`config.mk`:
```
export PLATFORM = sky130hd
export DESIGN_NAME = axil_master_seq_flat
export DESIGN_NICKNAME = d
export VERILOG_FILES = /design/src/rtl/axil_master_seq_if.sv /design/src/rtl/axil_master_seq.sv /design/src/flat_wrapper.sv
export SDC_FILE = /design/constraint.sdc
export NUM_CORES = 1
export LEC_CHECK = 0
export CORE_MARGIN = 2
export CORE_UTILIZATION = 40
export DETAILED_ROUTE_END_ITERATION = 10
export SYNTH_ARGS = -nofsm -noshare
export SYNTH_HDL_FRONTEND = slang
export SYNTH_SLANG_ARGS = --single-unit
```
`constraint.sdc`:
```
create_clock -name clk -period 3.1 [get_ports clk]
set_clock_uncertainty 0.2 [all_clocks]
set_input_delay 0.31 -clock clk [delete_from_list [all_inputs] [get_ports clk]]
set_output_delay 0.31 -clock clk [all_outputs]
set_load 0.1 [all_outputs]
```
`src/rtl/axil_master_seq_if.sv`:
```
// AXI4-Lite bus bundle between the command sequencer (master) and a register bank (slave).
interface axil_master_seq_if #(
    parameter int ADDR_W = 8,
    parameter int DATA_W = 32
);
    localparam int STRB_W = DATA_W / 8;

    logic [ADDR_W-1:0] awaddr;
    logic [2:0]        awprot;
    logic              awvalid;
    logic              awready;
    logic [DATA_W-1:0] wdata;
    logic [STRB_W-1:0] wstrb;
    logic              wvalid;
    logic              wready;
    logic [1:0]        bresp;
    logic              bvalid;
    logic              bready;
    logic [ADDR_W-1:0] araddr;
    logic [2:0]        arprot;
    logic              arvalid;
    logic              arready;
    logic [DATA_W-1:0] rdata;
    logic [1:0]        rresp;
    logic              rvalid;
    logic              rready;

    modport master (
        output awaddr, awprot, awvalid, input awready,
        output wdata, wstrb, wvalid, input wready,
        input bresp, bvalid, output bready,
        output araddr, arprot, arvalid, input arready,
        input rdata, rresp, rvalid, output rready
    );

    modport slave (
        input awaddr, awprot, awvalid, output awready,
        input wdata, wstrb, wvalid, output wready,
        output bresp, bvalid, input bready,
        input araddr, arprot, arvalid, output arready,
        output rdata, rresp, rvalid, input rready
    );
endinterface

```
`src/rtl/axil_master_seq.sv`:
```
// AXI4-Lite master sequencer: buffers register read/write commands in a small FIFO and runs
// them strictly in order, one bus transaction at a time, returning one response per command.
module axil_master_seq #(
    parameter int          ADDR_W    = 8,
    parameter int          DATA_W    = 32,
    parameter int          STRB_W    = DATA_W / 8,
    parameter int          CMD_DEPTH = 4,
    parameter int          TIMEOUT   = 256,
    parameter int          CNT_W     = 16,
    parameter logic [2:0]  PROT      = 3'b000
) (
    input  logic              clk,
    input  logic              rst_n,
    input  logic              cmd_valid_i,
    output logic              cmd_ready_o,
    input  logic              cmd_we_i,
    input  logic [ADDR_W-1:0] cmd_addr_i,
    input  logic [DATA_W-1:0] cmd_wdata_i,
    input  logic [STRB_W-1:0] cmd_wstrb_i,
    output logic              rsp_valid_o,
    input  logic              rsp_ready_i,
    output logic              rsp_we_o,
    output logic [DATA_W-1:0] rsp_data_o,
    output logic [1:0]        rsp_resp_o,
    axil_master_seq_if.master axi,
    output logic [CNT_W-1:0]  wr_count_o,
    output logic [CNT_W-1:0]  rd_count_o,
    output logic [CNT_W-1:0]  err_count_o,
    output logic              err_timeout_o
);
    localparam int PTR_W = $clog2(CMD_DEPTH);
    localparam int TMO_W = (TIMEOUT > 1) ? $clog2(TIMEOUT + 1) : 1;

    typedef struct packed {
        logic              we;
        logic [ADDR_W-1:0] addr;
        logic [DATA_W-1:0] wdata;
        logic [STRB_W-1:0] wstrb;
    } cmd_t;

    typedef enum logic [1:0] {S_IDLE, S_ADDR, S_RESP, S_OUT} state_t;

    // ---------------- command FIFO ----------------
    cmd_t             mem_q [CMD_DEPTH];
    cmd_t             cmd_in, head;
    logic [PTR_W-1:0] wr_ptr_q, rd_ptr_q;
    logic [PTR_W:0]   count_q, count_d;
    logic             cmd_ready_q;
    logic             push, pop;
    state_t           state_q, state_d;

    assign cmd_in = '{we: cmd_we_i, addr: cmd_addr_i, wdata: cmd_wdata_i, wstrb: cmd_wstrb_i};
    assign head   = mem_q[rd_ptr_q];
    assign push   = cmd_valid_i && cmd_ready_q;
    assign pop    = (state_q == S_IDLE) && (count_q != '0);

    always_comb begin
        count_d = count_q;
        if (push && !pop)      count_d = count_q + (PTR_W+1)'(1);
        else if (!push && pop) count_d = count_q - (PTR_W+1)'(1);
    end

    // NOTE: sequential state uses non-blocking assignments so every register samples pre-edge values.
    always_ff @(posedge clk or negedge rst_n) begin
        if (!rst_n) begin
            wr_ptr_q    <= '0;
            rd_ptr_q    <= '0;
            count_q     <= '0;
            cmd_ready_q <= 1'b1;
        end else begin
            if (push) wr_ptr_q <= wr_ptr_q + PTR_W'(1);
            if (pop)  rd_ptr_q <= rd_ptr_q + PTR_W'(1);
            count_q     <= count_d;
            cmd_ready_q <= (count_d != (PTR_W+1)'(CMD_DEPTH));
        end
    end

    // NOTE: FIFO storage has no reset; emptiness is tracked by the pointers and count alone.
    always_ff @(posedge clk) begin
        if (push) mem_q[wr_ptr_q] <= cmd_in;
    end

    // ---------------- transaction FSM ----------------
    logic              awvalid_q, awvalid_d, wvalid_q, wvalid_d, arvalid_q, arvalid_d;
    logic              we_q, we_d;
    logic [ADDR_W-1:0] addr_q, addr_d;
    logic [DATA_W-1:0] wdata_q, wdata_d, rsp_data_q, rsp_data_d;
    logic [STRB_W-1:0] wstrb_q, wstrb_d;
    logic [1:0]        rsp_resp_q, rsp_resp_d;
    logic [CNT_W-1:0]  wr_cnt_q, wr_cnt_d, rd_cnt_q, rd_cnt_d, err_cnt_q, err_cnt_d;
    logic [TMO_W-1:0]  tmo_q, tmo_d;
    logic              err_tmo_q, err_tmo_d;

    // NOTE: every combinational output gets a default first, so no path can infer a latch.
    always_comb begin
        state_d    = state_q;
        awvalid_d  = awvalid_q;
        wvalid_d   = wvalid_q;
        arvalid_d  = arvalid_q;
        we_d       = we_q;
        addr_d     = addr_q;
        wdata_d    = wdata_q;
        wstrb_d    = wstrb_q;
        rsp_data_d = rsp_data_q;
        rsp_resp_d = rsp_resp_q;
        wr_cnt_d   = wr_cnt_q;
        rd_cnt_d   = rd_cnt_q;
        err_cnt_d  = err_cnt_q;
        tmo_d      = tmo_q;
        err_tmo_d  = err_tmo_q;

        unique case (state_q)
            S_IDLE: begin
                if (count_q != '0) begin
                    we_d      = head.we;
                    addr_d    = head.addr;
                    wdata_d   = head.wdata;
                    wstrb_d   = head.wstrb;
                    awvalid_d = head.we;
                    wvalid_d  = head.we;
                    arvalid_d = !head.we;
                    tmo_d     = '0;
                    state_d   = S_ADDR;
                end
            end
            S_ADDR: begin
                // AW and W retire independently; the phase ends once both have handshaken.
                if (we_q) begin
                    awvalid_d = awvalid_q && !axi.awready;
                    wvalid_d  = wvalid_q && !axi.wready;
                    if (!awvalid_d && !wvalid_d) state_d = S_RESP;
                end else begin
                    arvalid_d = arvalid_q && !axi.arready;
                    if (!arvalid_d) state_d = S_RESP;
                end
            end
            S_RESP: begin
                if (we_q && axi.bvalid) begin
                    rsp_data_d = '0;
                    rsp_resp_d = axi.bresp;
                    wr_cnt_d   = wr_cnt_q + CNT_W'(1);
                    if (axi.bresp != 2'b00) err_cnt_d = err_cnt_q + CNT_W'(1);
                    state_d    = S_OUT;
                end else if (!we_q && axi.rvalid) begin
                    rsp_data_d = axi.rdata;
                    rsp_resp_d = axi.rresp;
                    rd_cnt_d   = rd_cnt_q + CNT_W'(1);
                    if (axi.rresp != 2'b00) err_cnt_d = err_cnt_q + CNT_W'(1);
                    state_d    = S_OUT;
                end
            end
            S_OUT: begin
                if (rsp_ready_i) state_d = S_IDLE;
            end
            default: state_d = S_IDLE;
        endcase

        // Watchdog only flags a slow slave; the transaction keeps running to stay protocol-legal.
        if (TIMEOUT != 0 && (state_q == S_ADDR || state_q == S_RESP)) begin
            if (tmo_q != TMO_W'(TIMEOUT)) tmo_d = tmo_q + TMO_W'(1);
            if (tmo_d == TMO_W'(TIMEOUT)) err_tmo_d = 1'b1;
        end
    end

    always_ff @(posedge clk or negedge rst_n) begin
        if (!rst_n) begin
            state_q    <= S_IDLE;
            awvalid_q  <= 1'b0;
            wvalid_q   <= 1'b0;
            arvalid_q  <= 1'b0;
            we_q       <= 1'b0;
            addr_q     <= '0;
            wdata_q    <= '0;
            wstrb_q    <= '0;
            rsp_data_q <= '0;
            rsp_resp_q <= '0;
            wr_cnt_q   <= '0;
            rd_cnt_q   <= '0;
            err_cnt_q  <= '0;
            tmo_q      <= '0;
            err_tmo_q  <= 1'b0;
        end else begin
            state_q    <= state_d;
            awvalid_q  <= awvalid_d;
            wvalid_q   <= wvalid_d;
            arvalid_q  <= arvalid_d;
            we_q       <= we_d;
            addr_q     <= addr_d;
            wdata_q    <= wdata_d;
            wstrb_q    <= wstrb_d;
            rsp_data_q <= rsp_data_d;
            rsp_resp_q <= rsp_resp_d;
            wr_cnt_q   <= wr_cnt_d;
            rd_cnt_q   <= rd_cnt_d;
            err_cnt_q  <= err_cnt_d;
            tmo_q      <= tmo_d;
            err_tmo_q  <= err_tmo_d;
        end
    end

    assign cmd_ready_o   = cmd_ready_q;
    assign rsp_valid_o   = (state_q == S_OUT);
    assign rsp_we_o      = we_q;
    assign rsp_data_o    = rsp_data_q;
    assign rsp_resp_o    = rsp_resp_q;
    assign wr_count_o    = wr_cnt_q;
    assign rd_count_o    = rd_cnt_q;
    assign err_count_o   = err_cnt_q;
    assign err_timeout_o = err_tmo_q;

    assign axi.awaddr  = addr_q;
    assign axi.awprot  = PROT;
    assign axi.awvalid = awvalid_q;
    assign axi.wdata   = wdata_q;
    assign axi.wstrb   = wstrb_q;
    assign axi.wvalid  = wvalid_q;
    assign axi.bready  = (state_q == S_RESP) && we_q;
    assign axi.araddr  = addr_q;
    assign axi.arprot  = PROT;
    assign axi.arvalid = arvalid_q;
    assign axi.rready  = (state_q == S_RESP) && !we_q;
endmodule

```
`src/flat_wrapper.sv`:
```
// flat-port wrapper written by rule: the top's interface ports become plain ports
module axil_master_seq_flat 
#(
    parameter int          ADDR_W    = 8,
    parameter int          DATA_W    = 32,
    parameter int          STRB_W    = DATA_W / 8,
    parameter int          CMD_DEPTH = 4,
    parameter int          TIMEOUT   = 256,
    parameter int          CNT_W     = 16,
    parameter logic [2:0]  PROT      = 3'b000
)
  (clk, rst_n, cmd_valid_i, cmd_ready_o, cmd_we_i, cmd_addr_i, cmd_wdata_i, cmd_wstrb_i, rsp_valid_o, rsp_ready_i, rsp_we_o, rsp_data_o, rsp_resp_o, wr_count_o, rd_count_o, err_count_o, err_timeout_o, axi_awaddr, axi_awprot, axi_awvalid, axi_awready, axi_wdata, axi_wstrb, axi_wvalid, axi_wready, axi_bresp, axi_bvalid, axi_bready, axi_araddr, axi_arprot, axi_arvalid, axi_arready, axi_rdata, axi_rresp, axi_rvalid, axi_rready);
  axil_master_seq_if #(.ADDR_W(ADDR_W), .DATA_W(DATA_W)) axi_i ();
  input  logic clk;
  input  logic rst_n;
  input  logic cmd_valid_i;
  output logic cmd_ready_o;
  input  logic cmd_we_i;
  input  logic [ADDR_W-1:0] cmd_addr_i;
  input  logic [DATA_W-1:0] cmd_wdata_i;
  input  logic [STRB_W-1:0] cmd_wstrb_i;
  output logic rsp_valid_o;
  input  logic rsp_ready_i;
  output logic rsp_we_o;
  output logic [DATA_W-1:0] rsp_data_o;
  output logic [1:0] rsp_resp_o;
  output logic [CNT_W-1:0] wr_count_o;
  output logic [CNT_W-1:0] rd_count_o;
  output logic [CNT_W-1:0] err_count_o;
  output logic err_timeout_o;
  output wire logic [$bits(axi_i.awaddr)-1:0] axi_awaddr;
  output wire logic [$bits(axi_i.awprot)-1:0] axi_awprot;
  output wire logic [$bits(axi_i.awvalid)-1:0] axi_awvalid;
  input wire logic [$bits(axi_i.awready)-1:0] axi_awready;
  output wire logic [$bits(axi_i.wdata)-1:0] axi_wdata;
  output wire logic [$bits(axi_i.wstrb)-1:0] axi_wstrb;
  output wire logic [$bits(axi_i.wvalid)-1:0] axi_wvalid;
  input wire logic [$bits(axi_i.wready)-1:0] axi_wready;
  input wire logic [$bits(axi_i.bresp)-1:0] axi_bresp;
  input wire logic [$bits(axi_i.bvalid)-1:0] axi_bvalid;
  output wire logic [$bits(axi_i.bready)-1:0] axi_bready;
  output wire logic [$bits(axi_i.araddr)-1:0] axi_araddr;
  output wire logic [$bits(axi_i.arprot)-1:0] axi_arprot;
  output wire logic [$bits(axi_i.arvalid)-1:0] axi_arvalid;
  input wire logic [$bits(axi_i.arready)-1:0] axi_arready;
  input wire logic [$bits(axi_i.rdata)-1:0] axi_rdata;
  input wire logic [$bits(axi_i.rresp)-1:0] axi_rresp;
  input wire logic [$bits(axi_i.rvalid)-1:0] axi_rvalid;
  output wire logic [$bits(axi_i.rready)-1:0] axi_rready;
  assign axi_awaddr = axi_i.awaddr;
  assign axi_awprot = axi_i.awprot;
  assign axi_awvalid = axi_i.awvalid;
  assign axi_i.awready = axi_awready;
  assign axi_wdata = axi_i.wdata;
  assign axi_wstrb = axi_i.wstrb;
  assign axi_wvalid = axi_i.wvalid;
  assign axi_i.wready = axi_wready;
  assign axi_i.bresp = axi_bresp;
  assign axi_i.bvalid = axi_bvalid;
  assign axi_bready = axi_i.bready;
  assign axi_araddr = axi_i.araddr;
  assign axi_arprot = axi_i.arprot;
  assign axi_arvalid = axi_i.arvalid;
  assign axi_i.arready = axi_arready;
  assign axi_i.rdata = axi_rdata;
  assign axi_i.rresp = axi_rresp;
  assign axi_i.rvalid = axi_rvalid;
  assign axi_rready = axi_i.rready;
  axil_master_seq #(.ADDR_W(ADDR_W), .DATA_W(DATA_W), .STRB_W(STRB_W), .CMD_DEPTH(CMD_DEPTH), .TIMEOUT(TIMEOUT), .CNT_W(CNT_W), .PROT(PROT)) u_core (.clk(clk), .rst_n(rst_n), .cmd_valid_i(cmd_valid_i), .cmd_ready_o(cmd_ready_o), .cmd_we_i(cmd_we_i), .cmd_addr_i(cmd_addr_i), .cmd_wdata_i(cmd_wdata_i), .cmd_wstrb_i(cmd_wstrb_i), .rsp_valid_o(rsp_valid_o), .rsp_ready_i(rsp_ready_i), .rsp_we_o(rsp_we_o), .rsp_data_o(rsp_data_o), .rsp_resp_o(rsp_resp_o), .axi(axi_i), .wr_count_o(wr_count_o), .rd_count_o(rd_count_o), .err_count_o(err_count_o), .err_timeout_o(err_timeout_o));
endmodule
```
# == After elaboration in Yosys (flattened, before gate mapping) ==
# Memory sizes are Yosys's and may differ from the RTL's.
# Cells that the tools add are included.
# op_classes
n_reduce_logical,38
eq_ne,14
bitwise,1
addsub,8
mux,33
# ops
cell,n
$mux 16,4
$mux 32,2
$add 16x1->16 const B,3
$mux 9,5
$mux 2,9
$logic_and 1x1->1,12
$reduce_bool 2->1,5
$add 9x1->9 const B,1
$eq 9x9->1 const B,1
$logic_not 1->1,9
$ne 9x9->1 const B,1
$reduce_and 3->1,3
$pmux 2 s4,1
$reduce_and 2->1,4
$mux 1,7
$mux 3,2
$ne 2x2->1 const B,3
$ne 3x3->1 const B,2
$pmux 1 s2,3
$reduce_and 5->1,1
$add 2x1->2 const B,2
$eq 2x2->1 const B,2
$ne 2x1->1 const B,2
$reduce_and 4->1,1
other kinds (9),9
# totals
mem_count,1
out_inout_bits,149
reg_bits,150
elab_cells,114
inputBits,90
ram_bits,180
# mem_list
memory,depth,width,rd,rd_clocked_by_memory_dff,write_ports,line_no,source
u_core.mem_q,4,45,1,0,1,axil_master_seq.sv:44,cmd_t mem_q [CMD_DEPTH];

# == Longest topological paths before layout ==
# logic_depth
ltp_word,7
ltp_mapped,9
ltp_nobuf,7

# == Worst setup path after synthesis ==
# No wires, ideal clock.
# synth_path
path_type,flip-flop to flip-flop
from,register u_core.cmd_ready_q (netlist: u_core.cmd_ready_o)
to,"memory u_core.mem_q[0][0] (netlist name), enable pin"
path_buffers,0
t_required_ns,2.493
path_slack_ns,0.388
arrival_time_ns,2.105
setup_time_ns,0.407
stages_incl_launch_ff,2
synth_period_minus_slack_ns,2.712
cell_sequence,dfstp_2 and3_1
# synth_between
elab_chain_len,3
# synth_rtl
element,line_no,source
start: declaration,axil_master_seq.sv:48,logic cmd_ready_q;
start signal: assignment,axil_master_seq.sv:74,cmd_ready_q <= (count_d != (PTR_W+1)'(CMD_DEPTH));
$logic_and 1x1->1,axil_master_seq.sv:54,assign push = cmd_valid_i && cmd_ready_q;
$mux 1,axil_master_seq.sv:80,if (push) mem_q[wr_ptr_q] <= cmd_in;
$mux 1 (not written as such),axil_master_seq.sv:80,
end: declaration,axil_master_seq.sv:44,
# Every way passes these cells.

# == Worst setup path after layout ==
# layout_path
from,register u_core.state_q[0]
to,register u_core.err_tmo_q (netlist: u_core.err_timeout_o)
# layout_between
elab_chain_len,6
elab_cells_between_ends,9
cone_classes,eq/ne: 3; mux: 3; reduce/logical: 3
# layout_rtl
element,line_no,source
start: declaration,axil_master_seq.sv:50,"state_t state_q, state_d;"
start signal: assignment,axil_master_seq.sv:183,state_q <= state_d;
$logic_not 2->1,axil_master_seq.sv:112,unique case (state_q)
$mux 9,axil_master_seq.sv:112,
$mux 9,axil_master_seq.sv:160,if (tmo_q != TMO_W'(TIMEOUT)) tmo_d = tmo_q + TMO_W'(1);
$mux 9,axil_master_seq.sv:159,if (TIMEOUT != 0 && (state_q == S_ADDR || state_q == S_RESP)) begin
$eq 9x9->1,axil_master_seq.sv:161,if (tmo_d == TMO_W'(TIMEOUT)) err_tmo_d = 1'b1;
$reduce_and 2->1 (no line) *,n/a,
end signal: assignment,axil_master_seq.sv:197,err_tmo_q <= err_tmo_d;
end: declaration,axil_master_seq.sv:92,"logic err_tmo_q, err_tmo_d;"
# Every way passes the cells marked *; elsewhere a longest branch is shown, timed or not. The select of a mux whose other input is x is not followed.
# A chain may end at the register's enable or synchronous reset.

==> impl_metrics.yaml <==
global_route:
  grt_pass1_vias: 7996
  grt_start_max_net_pins: 82
  grt_first_pass_wirelength_um: 44400
  grt-ovfl-total: 0
  grt_usage_pct: 16.6
  antenna_found_initial: 0
clock_tree:
  clock-sinks: 330
  htreeDepth: 2
  worstSkewPairLatency_ns: 0.51
  clk_pin_slew_ns: 0.06
  post_cts_buffers: 0
  ctsResizeCount: 0
  cts_tree: "yes"
  cts_buffer_depth: 3
  cts_root_buffer: "clkbuf_16"
  cts_made_buffers: 35
sta:
  slew_headroom_pct: 44.8
  max_freq_ghz: 0.410
  final.setup.tns_ns: 0
  slew_viol_final: 0
  rsz0062_at_grt: "false"
  worstMarginPinSlew_ns: 0.828
  fin_ws_ns: 0.660
  hold_viol_final: 0
  setup_viol: 0
  period_share_pct: 78.7
  min_period_ns: 2.44
die:
  ios: 239
  dieWidth_um: 185
  start_util_pct: 40.4
  coreArea_sq_mm: 0.0324
  die-area_sq_mm: 0.0342
  die_h_um: 185
  rows: 66
routing:
  post-route-drc-count: 0
  num_vias: 7802
  firstDrtPassIters: 5
  drt_iter0_drc: 436
  wirelength_um: 28100
  ant_nets: 0
  routedWlPerCell_um: 17.8
  post_drt_via_cell_ratio: 4.94
worst_setup_path:
  crit_arrival_ns: 2.68
  r2r_slack_ns: 0.66
  path_class: "reg2reg"
  rr_startpoint: "u_core.state_q[0]"
  critPathLaunch: "u_core.state_q[0]"
  worst_ep_required_time_ns: 3.34
  start_kind: "flip-flop"
  worstPathMaxFanout: 22
  critPathCaptureType: "flip-flop"
logic_synthesis:
  synth.cell_area_sq_mm: 0.0131
  seq_area_frac_synth_pct: 70.0
  synthFlopType: "edfxtp_1"
  syn_inst: 865
  ys_ff_latch: 330
  yosysWarnings: 0
  avgSynthCellArea_sq_um: 15.1
  synth_edf_count: 180
  synth.distinct_cells: 55
  synthArstFlopShare_pct: 45.5
layout:
  multi_input_area_sq_mm: 0.00363
  nets: 1217
  n_antenna_cell: 0
  syn2layout_area_growth_pct: 28.0
  fill_cells: 2727
  seq_area_sq_mm: 0.00917
  drive_gt1_share_pct: 25.1
flow_run:
  drv_cap: 0
worst_hold_path:
  hold_start: "axi_rdata[23]"
  min_path_type: "in2reg"
status:
  status: "finished clean"
placement:
  io_buffer_count: 232
  hpwl_um: 18500
  place_ws_ns: 0.555
  place.gp.congestion: 0.755
==> cells by family (layout without fill, tap and decap cells) <==
kind of cell,Yosys count,count (layout),synth area share [%]
and+or+nand+nor,266,266,9.40
buffers and inverters,66,334,2.50
muxes,54,54,8.57
DFF,330,330,70.0
AOI/OAI and AO/OA,74,74,4.08
xor gates and xnor gates,57,57,3.82
adders and majority gates,17,17,1.61
other,1,6,0.0287
==> placed cells by master (no fill, tap or decap), types with 6 or more instances in the layout <==
cell type	count
inv_1	19
clkbuf_8	7
nand4_1	12
nor2_1	12
edfxtp_1	180
xor2_1	15
conb_1	6
clkdlybuf4s50_1	88
buf_4	155
and4_1	7
clkbuf_16	36
clkinv_2	6
and3_1	8
a22o_1	31
xnor2_1	42
o21ai_0	20
nor3_1	7
dfrtp_1	147
nand2_1	169
nand3_1	24
mux4_2	45
ha_1	16
clkbuf_1	6
buf_12	6
==> layer usage <==
layer	part of all wire (%)	GRT usage, %	vias up
li1	-	-	3625
met1	45	23.1	3902
met2	47	26.8	237
met3	6.5	3.40	38
met4	2.0	4.41	0
met5	0	0	-
==> synth_stat cells (2+ instances only) <==
cell,number,area share (%)
a21boi_0,2,0.11
a21oi_1,5,0.19
a22o_1,31,2.1
a31oi_1,3,0.14
and2_1,2,0.096
and3_1,12,0.57
and4_1,7,0.47
buf_1,5,0.14
buf_2,12,0.46
buf_4,15,0.86
clkbuf_1,14,0.40
dfrtp_1,149,28
edfxtp_1,180,41
ha_1,16,1.5
inv_1,19,0.55
mux2_2,4,0.34
mux2i_1,4,0.31
mux4_2,45,7.7
nand2_1,170,4.9
nand2b_1,4,0.19
nand3_1,24,0.92
nand4_1,12,0.57
nor2_1,12,0.34
nor2b_1,3,0.14
nor3_1,7,0.27
o21ai_0,20,0.76
o22ai_1,3,0.14
or2_2,3,0.14
xnor2_1,42,2.8
xor2_1,15,1.0
==> worst paths after layout <==
kind                       cells past startpoint                endpoint
setup / recovery                               6    u_core.err_timeout_o
hold / removal                                 2   u_core.rsp_data_o[23]
setup reg to reg                               6    u_core.err_timeout_o
hold reg to reg                                1   u_core.wr_count_o[15]
max in group asynchronous                      3    u_core.rsp_resp_o[1]
min in group asynchronous                      2  u_core.err_count_o[12]
==> registers in the layout, summed over array words and instances, names as in the netlist, 2 cells and up <==
| name | flops |
|---|---|
| u_core.axi.araddr | 8 |
| u_core.axi.wdata | 32 |
| u_core.axi.wstrb | 4 |
| u_core.count_q | 3 |
| u_core.err_count_o | 16 |
| u_core.mem_q | 180 |
| u_core.rd_count_o | 16 |
| u_core.rd_ptr_q | 2 |
| u_core.rsp_data_o | 32 |
| u_core.rsp_resp_o | 2 |
| u_core.state_q | 2 |
| u_core.tmo_q | 9 |
| u_core.wr_count_o | 16 |
| u_core.wr_ptr_q | 2 |
==> cell type report <==
type	count	share of cell area, %
clock inverter	15	0.799
timing repair buffer	251	13.0
tap	442	3.30
clock buffer	49	6.09
multi-input combinational	474	21.6
sequential	330	54.7
inverter	19	0.426
==> through the flow <==
step	utilization [%]	cell area (sq um)	std cells	hold slack [ns]
2_1_floorplan	-	13100	870	-0.186
3_3_place_gp	48.2	15600	1515	0.232
3_5_place_dp	48.2	15600	1515	0.241
4_1_cts	51.8	16800	1580	0.168
5_1_grt	51.8	16800	1580	0.175
6_report	51.8	16800	1580	0.195
==> critical path, stage by stage (launching register included) <==
cell and delay [ns]:
dfrtp_1 0.41, inv_1 0.10, ha_1 0.25, and2_2 0.52
a211oi_1 0.09, a2111oi_0 0.56, a31o_2 0.24
==> repair_timing <==
action / CTS / global route
setup endpoints to repair: 0 / 0
hold buffers: 1 / 0
endpoints found under the hold margin: 77 / 0
Power is left out: the tool's default activity adds up to more than one toggle a clock period on the data nets, which glitch-free logic cannot reach.
